===== config.mk =====
export PLATFORM = sky130hd
export DESIGN_NAME = dff_pipe
export DESIGN_NICKNAME = d
export VERILOG_FILES = /design/src/rtl/dff_pipe.sv
export SDC_FILE = /design/constraint.sdc
export NUM_CORES = 1
export LEC_CHECK = 0
export BUFFER_PORTS_ARGS = -buffer_cell sky130_fd_sc_hd__buf_2
export CORE_UTILIZATION = 45
export CTS_CLUSTER_SIZE = 24
export DETAILED_ROUTE_END_ITERATION = 10
export PLACE_DENSITY = 0.66
export REMOVE_ABC_BUFFERS = 1
export SYNTH_ARGS = -nofsm -noshare
export SYNTH_HDL_FRONTEND = slang
export SYNTH_SLANG_ARGS = --single-unit

===== constraint.sdc =====
create_clock -name clk -period 5.61 [get_ports clk]
set_input_delay 1.122 -clock clk [delete_from_list [all_inputs] [get_ports clk]]
set_output_delay 1.122 -clock clk [all_outputs]
set_load 0.02 [all_outputs]

===== src/rtl/dff_pipe.sv =====
// dff_pipe: WIDTH-bit, DEPTH-stage registered delay line with per-stage valid, stall, flush and occupancy
// Ports: clk/rst (sync, active-high); en advances the pipe; flush clears it like reset;
//        din/din_vld enter stage 0; dout/dout_vld are the last stage; occ counts valid stages; busy = occ != 0
module dff_pipe #(
   parameter int WIDTH = 8,
   parameter int DEPTH = 4,
   parameter logic [WIDTH-1:0] RST_VAL = '0
) (
   input  logic                         clk,
   input  logic                         rst,
   input  logic                         en,
   input  logic                         flush,
   input  logic                         din_vld,
   input  logic [WIDTH-1:0]             din,
   output logic                         dout_vld,
   output logic [WIDTH-1:0]             dout,
   output logic [$clog2(DEPTH+1)-1:0]   occ,
   output logic                         busy
);
   localparam int OW = $clog2(DEPTH+1);
   logic [WIDTH-1:0] data [DEPTH];
   logic [DEPTH-1:0] vld;
   always_ff @(posedge clk) begin
      if (rst || flush) begin
         for (int i = 0; i < DEPTH; i++) data[i] <= RST_VAL;
         vld <= '0;
         occ <= '0;
      end else if (en) begin
         data[0] <= din;
         vld[0]  <= din_vld;
         for (int i = 1; i < DEPTH; i++) begin
            data[i] <= data[i-1];
            vld[i]  <= vld[i-1];
         end
         // entry and exit share the edge, so the count never leaves 0..DEPTH
         occ <= occ + OW'(din_vld) - OW'(vld[DEPTH-1]);
      end
   end
   assign dout     = data[DEPTH-1];
   assign dout_vld = vld[DEPTH-1];
   assign busy     = occ != '0;
endmodule


Yosys cells after proc, flatten, opt, wreduce, memory -nomap -nowiden
Memory sizes are Yosys's and may differ from the RTL's.
Cells that the tools add are included.
Widths: inputs -> output; s select.

storage, ports and cells
  register bits = 7
  latch bits = 0
  bits in writable memories = 32
  memory bits (read-only) = 0
  input bits = 13
  output and inout bits = 13
  word-level logic and storage cells = 20
  memories kept = 1

operators by class
  add/subtract/negate cells = 2
  $mul = 0
  div/mod/pow operators = 0
  $lt $le $gt $ge = 0
  equality and inequality tests = 0
  shifts and indexed selects = 0
  mux-type cells = 9
  bitwise gates (word level) = 4
  reductions and logical operators = 2

memory list
  memory  words  bits a word  rd ports  clocked after memory_dff  wr ports  RTL line  source
  data    4      8            4         0                         4         21        logic [WIDTH-1:0] data [DEPTH];

operators with widths
  cell               count
  $mux 8             4
  $mux 1             5
  $or 1x1->1         4
  $add 3x1->3        1
  $reduce_bool 3->1  1
  $sub 3x1->3        1
  $logic_or 1x1->1   1

Longest topological paths before layout
  depth in word-level cells = 4
  mapped depth = 9
  gate-level depth less buffers = 9

Least setup slack after synthesis
OpenSTA, ideal clock, no wires.

  path kind = input port to flip-flop
  from = input port en
  to = memory data[0][0], enable pin
  setup time = 0.390 ns
  data arrival time = 2.105 ns
  data required time = 5.220 ns
  setup slack = 3.115 ns
  stages on the path = 2
  buffers on the path = 1
  cells stage by stage = buf_2 > or3_1

RTL lines
  what             RTL line  source
  start, declared  11        input logic en,
  end, declared    21

Worst setup path after layout
  from = register occ[1]
  to = output port busy

on the way
  longest elaborated chain between the ends = 1

RTL lines
  what                    RTL line  source
  start, declared         17        output logic [$clog2(DEPTH+1)-1:0] occ,
  start signal, assigned  36        occ <= occ + OW'(din_vld) - OW'(vld[DEPTH-1]);
  $reduce_bool 3->1       41        assign busy = occ != '0;
  end, declared           18        output logic busy

No other way between the ends.

==> flow_summary.toml <==
[floorplan]
io_pins = 26
coreArea_mm2 = 0.00339
die_area_mm2 = 0.00385
initial_utilization = 0.479
die_w_um = 62.1
die_h_um = 62.1
placementRows = 21

[timing]
period_share = 0.415
layout_min_cycle_time_ns = 2.33
finalHoldViolCount = 0
final.setup.tns_ns = 0
max_freq_mhz = 430
fin_skew_ns = 0.00593
rsz0062_at_grt = "no"
setup_viol = 0
setup_ws_ns = 3.28
max_slew.worst_pin.slew_ns = 0.421
drv_slew = 0
relSlewSlack = 0.720

[synthesis]
synth-simple-area-share = 0.163
synthTopCellsByArea = "edfxtp_1 59%, and2_1 12%, dfxtp_1 8.6%"
yosys_warnings = 0
netlist_area_mm2 = 0.00162
synth_xor_area_frac = 0.00540
synth_area_leader_cell = "edfxtp_1"
synth_seq_cells = 39
synth_top_family_by_area = "simple AND/OR/NAND/NOR gates"
synth_compound_area_frac = 0.0146
avgSynthCellArea_um2 = 14.5
synth_top_area_share = 0.592
synth-seq-area-share = 0.678
yosysUniqueCellTypes = 17
synthAdderAreaFrac = 0.0278
synth_cells = 112
synth.area.mux_share = 0.0308

[routing]
viasPerCell = 4.35
drt-met1-wl_um = 645
routed-wl-met3_um = 87
ant_nets = 0
vias = 779
drtPass1Iterations = 4
route.detailed.drc = 0
wl_per_cell_um = 9.02
routed_wirelength_um = 1620
topRoutingLayerUsed = "met4"
met2WireLength_um = 851
drtIter0Drc = 24

[critical_path]
r2r_cells = 9
worstPathRequired_ns = 4.49
r2r_slack_ns = 3.73
path_cells = "or3_1 > buf_2"
cp-end-kind = "primary output"
r2r-start = "occ[0]$_SDFFE_PP0P_"
cp_max_fo = 5
arrival_ns = 1.21
cp_slowest_stage_delay_ns = 0.38
critical_path_class = "reg2out"
rr_endpoint = "occ[2]$_SDFFE_PP0P_"
cp-start-kind = "flop"
cpMaxStageDelayCell = "dfxtp_1"

[cts]
cts_hold_buf = 0
cts.sinks = 39
clk_latency_ns = 0.32
clkTransAtPathRegs_ns = 0.10
cts_resized = 0
clock_path_buffers = 2
cts_buffers = 5
h-tree-depth = 2
cts_tree = "yes"
cts_setup_buffers = 0
cts-root-buf = "clkbuf_4"

[grt]
grt_start_max_net_pins = 33
grt_pass1_wl_um = 2540
grt_pass1_vias = 617
antenna_found_initial = 0
grt_overflow = 0
grt.total_usage = 0.100

[layout]
fillers = 281
fin_cells = 179
final_cell_area_mm2 = 0.00180
drive_gt1_frac = 0.263
n_antenna_cell = 0
area_delta_synth_final_pct = 11.2
nets = 148
multiInputGateArea_um2 = 393
regArea_mm2 = 0.00110

[placed_design]
place_congestion = 0.710
dp_hpwl_um = 1040
placed_area_mm2 = 0.00170
dp_slack_ns = 3.23
dpl.cell_count = 171
io_buffers = 25

[pwr]
ir_drop_v = 0.000194
cellPowerDensity_mw_per_mm2 = 318
total_leakage_power_uw = 0.000809

[min_path]
worstHoldEndpoint = "vld[0]$_SDFFE_PP0P_"
hold_start = "vld[0]$_SDFFE_PP0P_"
hold_depth = 2
worstHoldPathType = "reg2reg"

[run]
max_cap_violations = 0

[status]
status = "finished clean"
## final cells by class
type | count | area share
Timing Repair Buffer | 26 | 0.0735
Sequential cell | 39 | 0.610
Inverter | 5 | 0.0104
Tap cell | 46 | 0.0319
Clock buffer | 6 | 0.0229
Clock inverter | 2 | 0.0333
Multi-Input combinational cell | 55 | 0.218
## power breakdown
| group | switching [uW] | leakage, uW | internal [uW] |
|---|---|---|---|
| registers | 2.66 | 0.000428 | 324 |
| logic | 17.4 | 0.000328 | 11.0 |
| clock network | 80.7 | 0.0000525 | 139 |
## cells in the final DEF (no fill, tap or decap)
cell type / synthesis / final
a211oi_1: 2 / 2
a31o_2: 1 / 1
and2_1: 32 / 32
buf_2: 1 / 25
buf_4: 8 / 1
bufinv_16: 0 / 2
clkbuf_1: 0 / 1
clkbuf_4: 0 / 5
dfxtp_1: 7 / 7
edfxtp_1: 32 / 32
fa_1: 1 / 1
ha_1: 2 / 2
inv_1: 5 / 5
mux2i_1: 5 / 5
nor2_1: 7 / 7
nor2_8: 1 / 1
or2_1: 1 / 1
or3_1: 2 / 2
xor2_1: 1 / 1
## registers in the layout, summed over array words and instances (netlist names)
name and flops:
vld 4, occ 3, data 32
## per-layer routing
layer / global-route usage / vias to the layer above
li1: - / 409
met1: 0.104 / 346
met2: 0.160 / 20
met3: 0.0435 / 4
met4: 0.0762 / 0
met5: 0 / -
## synthesized netlist by cell type
| master | instances |
|---|---|
| dfxtp_1 | 7 |
| ha_1 | 2 |
| edfxtp_1 | 32 |
| mux2i_1 | 5 |
| nor2_1 | 7 |
| buf_2 | 1 |
| fa_1 | 1 |
| or2_1 | 1 |
| buf_4 | 8 |
| inv_1 | 5 |
| xor2_1 | 1 |
| and2_1 | 32 |
| a211oi_1 | 2 |
| buf_6 | 4 |
| or3_1 | 2 |
| nor2_8 | 1 |
| a31o_2 | 1 |
## kinds of logic (layout without fill, tap and decap cells)
kind of cell	Yosys count	after routing
and+or+nand+nor	43	43
DFF	39	39
buffers and inverters	18	39
muxes	5	5
adders and majority gates	3	3
AOI/OAI and AO/OA	3	3
xor gates and xnor gates	1	1
## worst max-delay path by stage
stage	depth (start not counted)	start	endpoint	slack [ns]
floorplan	1	en	data[0][0]$_SDFFCE_PN0P_	3.31
global placement	7	din_vld	occ[2]$_SDFFE_PP0P_	3.26
detailed placement	7	din_vld	occ[2]$_SDFFE_PP0P_	3.23
CTS	2	occ[1]$_SDFFE_PP0P_	busy	3.25
global route	2	occ[1]$_SDFFE_PP0P_	busy	3.22
finish	2	occ[1]$_SDFFE_PP0P_	busy	3.28
## through the flow
step	hold slack [ns]	utilization	power, uW
after global routing	0.543	0.532	599
after global placement	0.475	0.502	361
after CTS	0.518	0.532	584
final	0.510	0.532	575
after floorplan	0.460	-	350
after detailed placement	0.487	0.502	362
## critical path, delay by kind of cell, from the launching register on
kind | cells | cell delay, ns
buf+inv | 1 | 0.16
flops | 1 | 0.38
simple gates | 1 | 0.35
No activity file was read; power rests on OpenSTA's default activity.
